File: config.mk
export PLATFORM = sky130hd
export DESIGN_NAME = fp_mac_arbiter
export DESIGN_NICKNAME = d
export VERILOG_FILES = /design/src/rtl/fp_mac_arbiter_pkg.sv /design/src/rtl/fp_mac_arbiter_tag_table.sv /design/src/rtl/fp_mac_arbiter.sv
export SDC_FILE = /design/constraint.sdc
export NUM_CORES = 1
export LEC_CHECK = 0
export ABC_CLOCK_PERIOD_IN_PS = 4700
export CORE_AREA = 8 8 171 173
export DETAILED_ROUTE_END_ITERATION = 8
export DIE_AREA = 0 0 179 181
export MAX_ROUTING_LAYER = met4
export SYNTH_ARGS = -nofsm -noshare
export SYNTH_HDL_FRONTEND = slang
export SYNTH_SLANG_ARGS = --single-unit
File: constraint.sdc
create_clock -name clk -period 4.7 [get_ports clk]
set_clock_uncertainty 0.2 [all_clocks]
set_input_delay 0.47 -clock clk [delete_from_list [all_inputs] [get_ports clk]]
set_output_delay 0.47 -clock clk [all_outputs]
set_load 0.05 [all_outputs]
File: src/rtl/fp_mac_arbiter_pkg.sv
`default_nettype none
// ============================================================================
//  Module      : fp_mac_arbiter_pkg
//  Description : Shared types for the FP MAC arbiter and its slot tag table.
//  Revision    : 1.0 - initial release
// ============================================================================
package fp_mac_arbiter_pkg;

    localparam int ID_WIDTH      = 4;
    // FloPoCo single precision: 2 exception bits + sign + 8 exp + 23 mantissa
    localparam int FLOPOCO_WIDTH = 34;

    typedef logic [ID_WIDTH-1:0]      id_t;
    typedef logic [FLOPOCO_WIDTH-1:0] flopoco_t;

    typedef struct packed {
        flopoco_t   rs1;
        flopoco_t   rs2;
        flopoco_t   rs3;
        logic [1:0] op;
    } fp_mac_inputs_t;

    typedef enum logic {
        FP_MAC_SRC_ISSUE = 1'b0,
        FP_MAC_SRC_AUX   = 1'b1
    } fp_mac_src_t;

    typedef struct packed {
        logic        valid;
        fp_mac_src_t src;
        id_t         orig_id;
    } fp_mac_slot_t;

    function automatic fp_mac_src_t port_to_src(input logic port);
        return port ? FP_MAC_SRC_AUX : FP_MAC_SRC_ISSUE;
    endfunction

endpackage
`default_nettype wire

File: src/rtl/fp_mac_arbiter_tag_table.sv
`default_nettype none
// ============================================================================
//  Module      : fp_mac_tag_table
//  Description : Outstanding-op slot array with lowest-free allocation,
//                index lookup and free-by-index.
//  Revision    : 1.0 - initial release
// ============================================================================
module fp_mac_tag_table
    import fp_mac_arbiter_pkg::*;
#(
    parameter int NUM_SLOTS = 8
) (
    input  logic         clk,
    input  logic         rst,
    input  logic         alloc_en,
    input  fp_mac_src_t  alloc_src,
    input  id_t          alloc_orig_id,
    output id_t          alloc_idx,
    output logic         any_free,
    input  logic         free_en,
    input  id_t          free_idx,
    input  id_t          lookup_idx,
    output fp_mac_slot_t lookup_slot
);

    fp_mac_slot_t r_slots [NUM_SLOTS];

    // Descending scan so the lowest free index wins
    always_comb begin
        any_free  = 1'b0;
        alloc_idx = '0;
        for (int i = NUM_SLOTS - 1; i >= 0; i--) begin
            if (!r_slots[i].valid) begin
                any_free  = 1'b1;
                alloc_idx = id_t'(i);
            end
        end
    end

    // Out-of-range indices read back as an invalid slot
    always_comb begin
        lookup_slot = '0;
        for (int i = 0; i < NUM_SLOTS; i++) begin
            if (lookup_idx == id_t'(i)) begin
                lookup_slot = r_slots[i];
            end
        end
    end

    // Allocation targets a free slot and freeing targets a valid one,
    // so the two never address the same entry in one cycle.
    always_ff @(posedge clk) begin
        for (int i = 0; i < NUM_SLOTS; i++) begin
            if (rst) begin
                r_slots[i] <= '0;
            end else if (alloc_en && alloc_idx == id_t'(i)) begin
                r_slots[i] <= '{valid: 1'b1, src: alloc_src, orig_id: alloc_orig_id};
            end else if (free_en && free_idx == id_t'(i)) begin
                r_slots[i].valid <= 1'b0;
            end
        end
    end

endmodule
`default_nettype wire

File: src/rtl/fp_mac_arbiter.sv
`default_nettype none
// ============================================================================
//  Module      : fp_mac_arbiter
//  Description : Round-robin sharing of one FP MAC between the issue path
//                (port 0) and an aux sequencer (port 1), with tag remapping.
//  Revision    : 1.0 - initial release
// ============================================================================
module fp_mac_arbiter
    import fp_mac_arbiter_pkg::*;
#(
    parameter int NUM_SLOTS = 8,
    parameter int AUX_MAX   = 2
) (
    input  logic           clk,
    input  logic           rst,
    input  logic [1:0]     req_valid,
    output logic [1:0]     req_ready,
    input  fp_mac_inputs_t req_inputs [2],
    input  id_t            req_id [2],
    output fp_mac_inputs_t mac_inputs,
    output logic           mac_new_request,
    input  logic           mac_ready,
    output id_t            mac_id,
    input  logic           mac_done,
    input  id_t            mac_wb_id,
    input  flopoco_t       mac_rd,
    output logic           mac_ack,
    output logic [1:0]     rsp_done,
    output id_t            rsp_id [2],
    output flopoco_t       rsp_rd [2],
    input  logic [1:0]     rsp_ack
);

    localparam int CNT_W = $clog2(AUX_MAX + 1);
    typedef logic [CNT_W-1:0] cnt_t;
    localparam cnt_t AUX_LIMIT = cnt_t'(AUX_MAX);

    logic         r_rr;
    cnt_t         r_aux_cnt;
    logic         w_any_free;
    id_t          w_alloc_idx;
    logic         w_elig0;
    logic         w_elig1;
    logic         w_grant;
    logic         w_grant_port;
    fp_mac_slot_t w_slot;
    logic         w_hit;
    logic         w_owner;
    logic         w_aux_inc;
    logic         w_aux_dec;

    // Issue side: ready is a function of valid/bookkeeping only, never operands
    always_comb begin
        w_elig0      = req_valid[0];
        w_elig1      = req_valid[1] && (r_aux_cnt < AUX_LIMIT);
        w_grant      = !rst && mac_ready && w_any_free && (w_elig0 || w_elig1);
        w_grant_port = (w_elig0 && w_elig1) ? r_rr : w_elig1;
        req_ready[0] = w_grant && !w_grant_port;
        req_ready[1] = w_grant &&  w_grant_port;
    end

    assign mac_new_request = w_grant;
    assign mac_id          = w_alloc_idx;
    assign mac_inputs      = w_grant ? req_inputs[w_grant_port] : req_inputs[0];

    // Writeback side: route to the slot owner and restore its id
    always_comb begin
        w_hit       = !rst && mac_done && w_slot.valid;
        w_owner     = (w_slot.src == FP_MAC_SRC_AUX);
        rsp_done[0] = w_hit && !w_owner;
        rsp_done[1] = w_hit &&  w_owner;
        mac_ack     = w_hit && rsp_ack[w_owner];
        rsp_id[0]   = w_slot.orig_id;
        rsp_id[1]   = w_slot.orig_id;
        rsp_rd[0]   = mac_rd;
        rsp_rd[1]   = mac_rd;
    end

    assign w_aux_inc = w_grant && w_grant_port;
    assign w_aux_dec = mac_ack && w_owner;

    fp_mac_tag_table #(
        .NUM_SLOTS (NUM_SLOTS)
    ) u_tag_table (
        .clk           (clk),
        .rst           (rst),
        .alloc_en      (w_grant),
        .alloc_src     (port_to_src(w_grant_port)),
        .alloc_orig_id (req_id[w_grant_port]),
        .alloc_idx     (w_alloc_idx),
        .any_free      (w_any_free),
        .free_en       (mac_ack),
        .free_idx      (mac_wb_id),
        .lookup_idx    (mac_wb_id),
        .lookup_slot   (w_slot)
    );

    always_ff @(posedge clk) begin
        if (rst) begin
            r_rr      <= 1'b0;
            r_aux_cnt <= '0;
        end else begin
            if (w_grant) begin
                r_rr <= !w_grant_port;
            end
            if (w_aux_inc && !w_aux_dec) begin
                r_aux_cnt <= r_aux_cnt + cnt_t'(1);
            end else if (w_aux_dec && !w_aux_inc) begin
                r_aux_cnt <= r_aux_cnt - cnt_t'(1);
            end
        end
    end

    // A writeback for a slot that is not outstanding is a MAC protocol error
    always_ff @(posedge clk) begin
        if (!rst && mac_done) begin
            assert (w_slot.valid);
        end
    end

endmodule
`default_nettype wire

# == Word-level counts from Yosys, hierarchy flattened ==
# Memory sizes are Yosys's and may differ from the RTL's.
# Cells that the tools add are included.
# classes
n_bitwise,17
n_eq_ne,14
n_reduce_logical,40
magnitude_cmp,3
n_mux,111
add_sub_neg,2
# ops
op,count
104-bit 2-to-1 mux,4
6-bit 2-to-1 mux,16
1-bit 2-to-1 mux,78
1-bit logical AND,31
3-bit 2-to-1 mux,8
4-bit by 3-bit equality test with 1-bit output (second input constant),4
1-bit bitwise OR,16
3-bit equality test (second input constant),4
4-bit 2-to-1 mux,3
4-bit by 2-bit equality test with 1-bit output (second input constant),2
4-bit zero test,2
3-bit by 2-bit equality test with 1-bit output (second input constant),2
1-bit zero test,5
4-bit by 1-bit equality test with 1-bit output (second input constant),1
2-bit 2-to-1 mux,2
3-bit by 1-bit equality test with 1-bit output (second input constant),1
2-bit by 1-bit adder with 2-bit output (second input constant),1
2-bit greater-or-equal comparator (second input constant),1
1-bit by 2-bit < comparator with 1-bit output (second input constant),1
2-bit < comparator (second input constant),1
1-bit NOT with 2-bit output,1
2-bit nonzero test,1
2-bit by 1-bit subtractor with 2-bit output (second input constant),1
1-bit logical OR,1
# word_totals
mem_count,1
ram_bits,48
in_bits,262
register_bits,3
out_inout_bits,190
elab_cells,190
# mem_list
memory,depth,width,read_ports,rd_ports_with_merged_regs,write_ports,line_no,source
u_tag_table.r_slots,8,6,8,0,8,fp_mac_arbiter_tag_table.sv:26,fp_mac_slot_t r_slots [NUM_SLOTS];

# == Logic depth before layout (Yosys ltp) ==
# logic_depth
depth_word,18
ltp_mapped,12
depth_no_buf,10

# == Modules after synthesis ==
# A second synthesis with hierarchy kept.
# hier_totals
cells_unflattened,454
area_unflattened_um2,5001.0
# by_module_without_submodules
module,instances,seq_area_each_um2,cells_each,area_each_um2
fp_mac_tag_table,1,1441.4,232,2677.6
fp_mac_arbiter,1,60.1,222,2323.5

# == Least setup slack after synthesis ==
# Ideal clock, no wire load.
# synth_path
path_type,in2reg
from,input mac_wb_id[2]
to,register r_aux_cnt[1]
required_ns,4.429
setup_ns,0.071
arrival_ns,2.939
path_buffers,2
cell_stages,11
path_slack_ns,1.491
path_cell_list,buf_2 a21o_1 nand2_2 a221oi_2 o211ai_1 buf_2 nor2_1 nand2_1 ha_1 or3_1 a21oi_1
# synth_between
elab_chain_cells,16
word_cells_on_any_way,26
classes_between,7 x eq/ne; 11 x mux; 8 x reduce/logical
# synth_rtl
element,line_no,source
start: declaration,fp_mac_arbiter.sv:25,"input id_t mac_wb_id,"
4-bit zero test,fp_mac_arbiter_tag_table.sv:44,if (lookup_idx == id_t'(i)) begin
6-bit 2-to-1 mux (7 in a row),fp_mac_arbiter_tag_table.sv:44,
6-bit 2-to-1 mux (*),fp_mac_arbiter_tag_table.sv:44,
1-bit 2-to-1 mux (not written as such) (2 in a row),fp_mac_arbiter.sv:72,mac_ack = w_hit && rsp_ack[w_owner];
1-bit logical AND,fp_mac_arbiter.sv:72,
1-bit logical AND (*),fp_mac_arbiter.sv:80,assign w_aux_dec = mac_ack && w_owner;
1-bit zero test,fp_mac_arbiter.sv:106,if (w_aux_inc && !w_aux_dec) begin
1-bit logical AND,fp_mac_arbiter.sv:106,
2-bit 2-to-1 mux or 2-bit nonzero test (tied branches),n/a,
end signal: assignment,fp_mac_arbiter.sv:107,r_aux_cnt <= r_aux_cnt + cnt_t'(1);
end signal: assignment,fp_mac_arbiter.sv:109,r_aux_cnt <= r_aux_cnt - cnt_t'(1);
end: declaration,fp_mac_arbiter.sv:39,cnt_t r_aux_cnt;
# Every way passes the cells marked *; elsewhere a longest branch is shown, timed or not. The select of a mux whose other input is x is not followed.
# A chain may end at the register's enable or synchronous reset.

==> metrics.md <==
| Metric | Value |
|---|---|
| CP arrival | `3270 ps` |
| Slowest CP cell | `clkdlybuf4s50_1` |
| Worst IR Drop VDD | `157 uV` |
| Final Max Tran Viols | `0` |
| Vias in the first global route | `4738` |
| IO buf count | `348` |
| Layout cells sized above 1 | `0.207` |
| 1st-iter DRT viols | `336` |
| Initial core utilization | `0.170` |
| Initial antenna violation count | `10` |
| Worst Max-Slew Pin Slew | `830 ps` |
| Final WL | `25.5 mm` |
| Hold Path Cell Cnt | `2` |
| Post-route clock period utilization | `0.839` |
| Reg area | `1500 um^2` |
| Cells on worst reg2reg path | `10` |
| Synthesized-area fraction occupied by adder cells | `0.00277` |
| Asr flop ratio synth | `0` |
| Pleak | `2.98 nW` |
| CP delay by family, top | `buffers and inverters` |
| TritonCTS clock tree | `built` |
| Peak per-stage delay on the critical path | `840 ps` |
| Syn Area/Cell | `9.95 um^2` |
| CTS Buf Count | `5` |
| Startpoint Class | `primary input` |
| CTS sink cnt | `51` |
| RSZ-0062 raised after global routing | `no` |
| Synth cell types | `48` |
| Stages on the worst setup path | `8` |
| Commonest non-fill, non-tap cells in the layout | `274 x clkdlybuf4s50_1, 83 x buf_4, 59 x nor2_1` |
| Core area | `26500 um^2` |
| DP Worst Slack | `774 ps` |
| Fmax | `254 MHz` |
| First-pass GRT wire length | `34.8 mm` |
| Post-route setup slack | `756 ps` |
| Worst path required time | `4030 ps` |
| Final GP Congestion | `0.926` |
| PD cells | `210 nW/um^2` |
| Chip width | `179 um` |
| Commonest non-fill, non-tap cell in the layout | `clkdlybuf4s50_1` |
| Hold WC Path Type | `flip-flop to flip-flop` |
| DR WL/cell | `23.9 um` |
| Final hold slack | `287 ps` |
| Crit path top cell by count | `clkdlybuf4s50_1` |
| # rows | `60` |
| Grt ovf | `0` |
| Main combinational cell family by area after synthesis | `multiplexers` |
| Area of the multi-input gates | `2250 um^2` |
| Synth Area in Compound Gates | `0.0674` |
| Mux share of post-synthesis cell area | `0.310` |
| Hold_buf cts | `0` |
| Ys Warns | `0` |
| Root buffer cell | `clkbuf_16` |
| Total number of vias | `4447` |
| Ys flop type | `edfxtp_1` |
| CP Max Fanout | `12` |
| Final nets | `982` |
| CP bufs+invs | `3` |
| Post-CTS Setup Repair Bufs | `0` |
| Clock slew at reported path FFs | `70 ps` |
| Number of synthesized flops with an enable pin | `48` |
| Post-synthesis simple-gate area fraction | `0.112` |
| Max-cap violation count | `0` |
| Die height | `181 um` |
| Final setup fails | `0` |
| Cell Area, Synth | `4510 um^2` |
| Post-Syn Nets | `716` |
| Antenna viol nets, final | `0` |
| Longest Clk Path Bufs | `2` |
| Xor/xnor share of the synthesized area | `0.00388` |
| Layout area overhead | `72.9%` |
| Detailed-route DRC error count | `0` |
| #FFs+latches synth | `51` |
| Clock Latency Late Sink | `290 ps` |
| DIE AREA | `32400 um^2` |
| Final HPWL DP | `22.6 mm` |
| Cells after synthesis | `453` |
| Design Area, Final | `7800 um^2` |
| Post-CTS sizing | `0` |
| Worst slew margin | `0.431` |
| Minimum clock period after layout | `3940 ps` |
| DRT Pass-1 Iters | `5` |
| # IOs | `452` |
| Seq/Total Area, Yosys | `0.333` |
| Final hold vios | `0` |
| Final TNS setup | `0 ps` |
| Largest net degree at the start of global routing | `64` |
| Placed instance area | `7640 um^2` |
| Total track usage | `0.155` |
| Crit end category | `output port` |
| Filler instances | `2803` |
| Via-to-Cell Ratio | `4.17` |
| Status | `complete, no violations` |
| CTS H-Tree Depth | `2` |
| CP cell instances | `clkdlybuf4s50_1, buf_4, and2b_1, nand2b_1, o22ai_1, nor3_1, a21oi_1, clkdlybuf4s50_1` |
| Critical setup path kind | `primary input to output port` |
[registers in the layout, indices dropped and copies added (netlist names)]
signal               count
r_aux_cnt                2
r_rr                     1
u_tag_table.r_slots     48
[cells in the mapped netlist (all sizes together) (2+ instances only)]
| master | n | share of area |
|---|---|---|
| nor2b | 5 | 0.0069 |
| nand3 | 3 | 0.0033 |
| edfxtp | 48 | 0.32 |
| a32oi | 3 | 0.0058 |
| buf | 93 | 0.15 |
| nor2 | 59 | 0.049 |
| or3 | 3 | 0.0042 |
| clkbuf | 6 | 0.0050 |
| mux2i | 19 | 0.043 |
| nand3b | 3 | 0.0050 |
| nor3 | 8 | 0.010 |
| dfxtp | 3 | 0.013 |
| o21ai | 7 | 0.0078 |
| a21oi | 11 | 0.012 |
| xor2 | 2 | 0.0039 |
| a21boi | 2 | 0.0033 |
| nand2b | 3 | 0.0042 |
| nand4 | 2 | 0.0028 |
| o211ai | 2 | 0.0033 |
| nor3b | 2 | 0.0033 |
| o22ai | 5 | 0.0083 |
| a21o | 2 | 0.0033 |
| o31ai | 6 | 0.010 |
| inv | 20 | 0.017 |
| nand2 | 16 | 0.014 |
| and2 | 2 | 0.0028 |
| a31oi | 2 | 0.0028 |
| mux2 | 105 | 0.26 |
[layout make-up]
cell class,instances,area share
Inverter,20,0.00963
Tap cell,341,0.0547
Sequential cell,51,0.193
Multi-Input combinational cell,283,0.288
Antenna cell,6,0.00193
Clock buffer,5,0.0160
Clock inverter,3,0.00257
Timing Repair Buffer,358,0.434
[per-layer routing]
metal | vias up | wire length (um) | share of wire | GRT usage
met5 | - | 0 | 0 | -
met4 | 0 | 365 | 0.014 | 0.0271
met3 | 40 | 3030 | 0.12 | 0.0782
met2 | 252 | 12200 | 0.48 | 0.251
met1 | 2086 | 9910 | 0.39 | 0.169
li1 | 2069 | - | - | -
[metrics by stage]
step | utilization | power (mW) | instances
final | 0.294 | 1.64 | 1067
after global routing | 0.294 | 1.70 | 1067
after CTS | 0.294 | 1.65 | 1061
after detailed placement | 0.288 | 1.29 | 1053
after global placement | 0.288 | 1.29 | 1053
after floorplan | - | 1.08 | 453
[worst min-delay path, stage by stage, from the launching register on]
cell and delay (ps):
dfxtp_1 320, o21ai_0 70, a21oi_1 60
[kinds of logic after synthesis]
kind of cell,Yosys count
other,1
and+or+nand+nor,110
AOI/OAI and AO/OA,44
buffers and inverters,119
xor gates and xnor gates,2
adders and majority gates,1
muxes,125
DFF,51
[worst paths after layout]
check                             start            to  slack, ps
min reg2reg                r_aux_cnt[1]  r_aux_cnt[1]        290
min                        r_aux_cnt[1]  r_aux_cnt[1]        290
max                        mac_wb_id[1]     rsp_id[5]        760
max reg2reg  u_tag_table.r_slots[0][17]  r_aux_cnt[1]       1970
[report_power, final]
part	switching, mW	internal, mW
combinational	0.414	0.334
clock	0.168	0.197
sequential	0.0102	0.515
total	0.592	1.05
(Power assumes the default switching activity.)
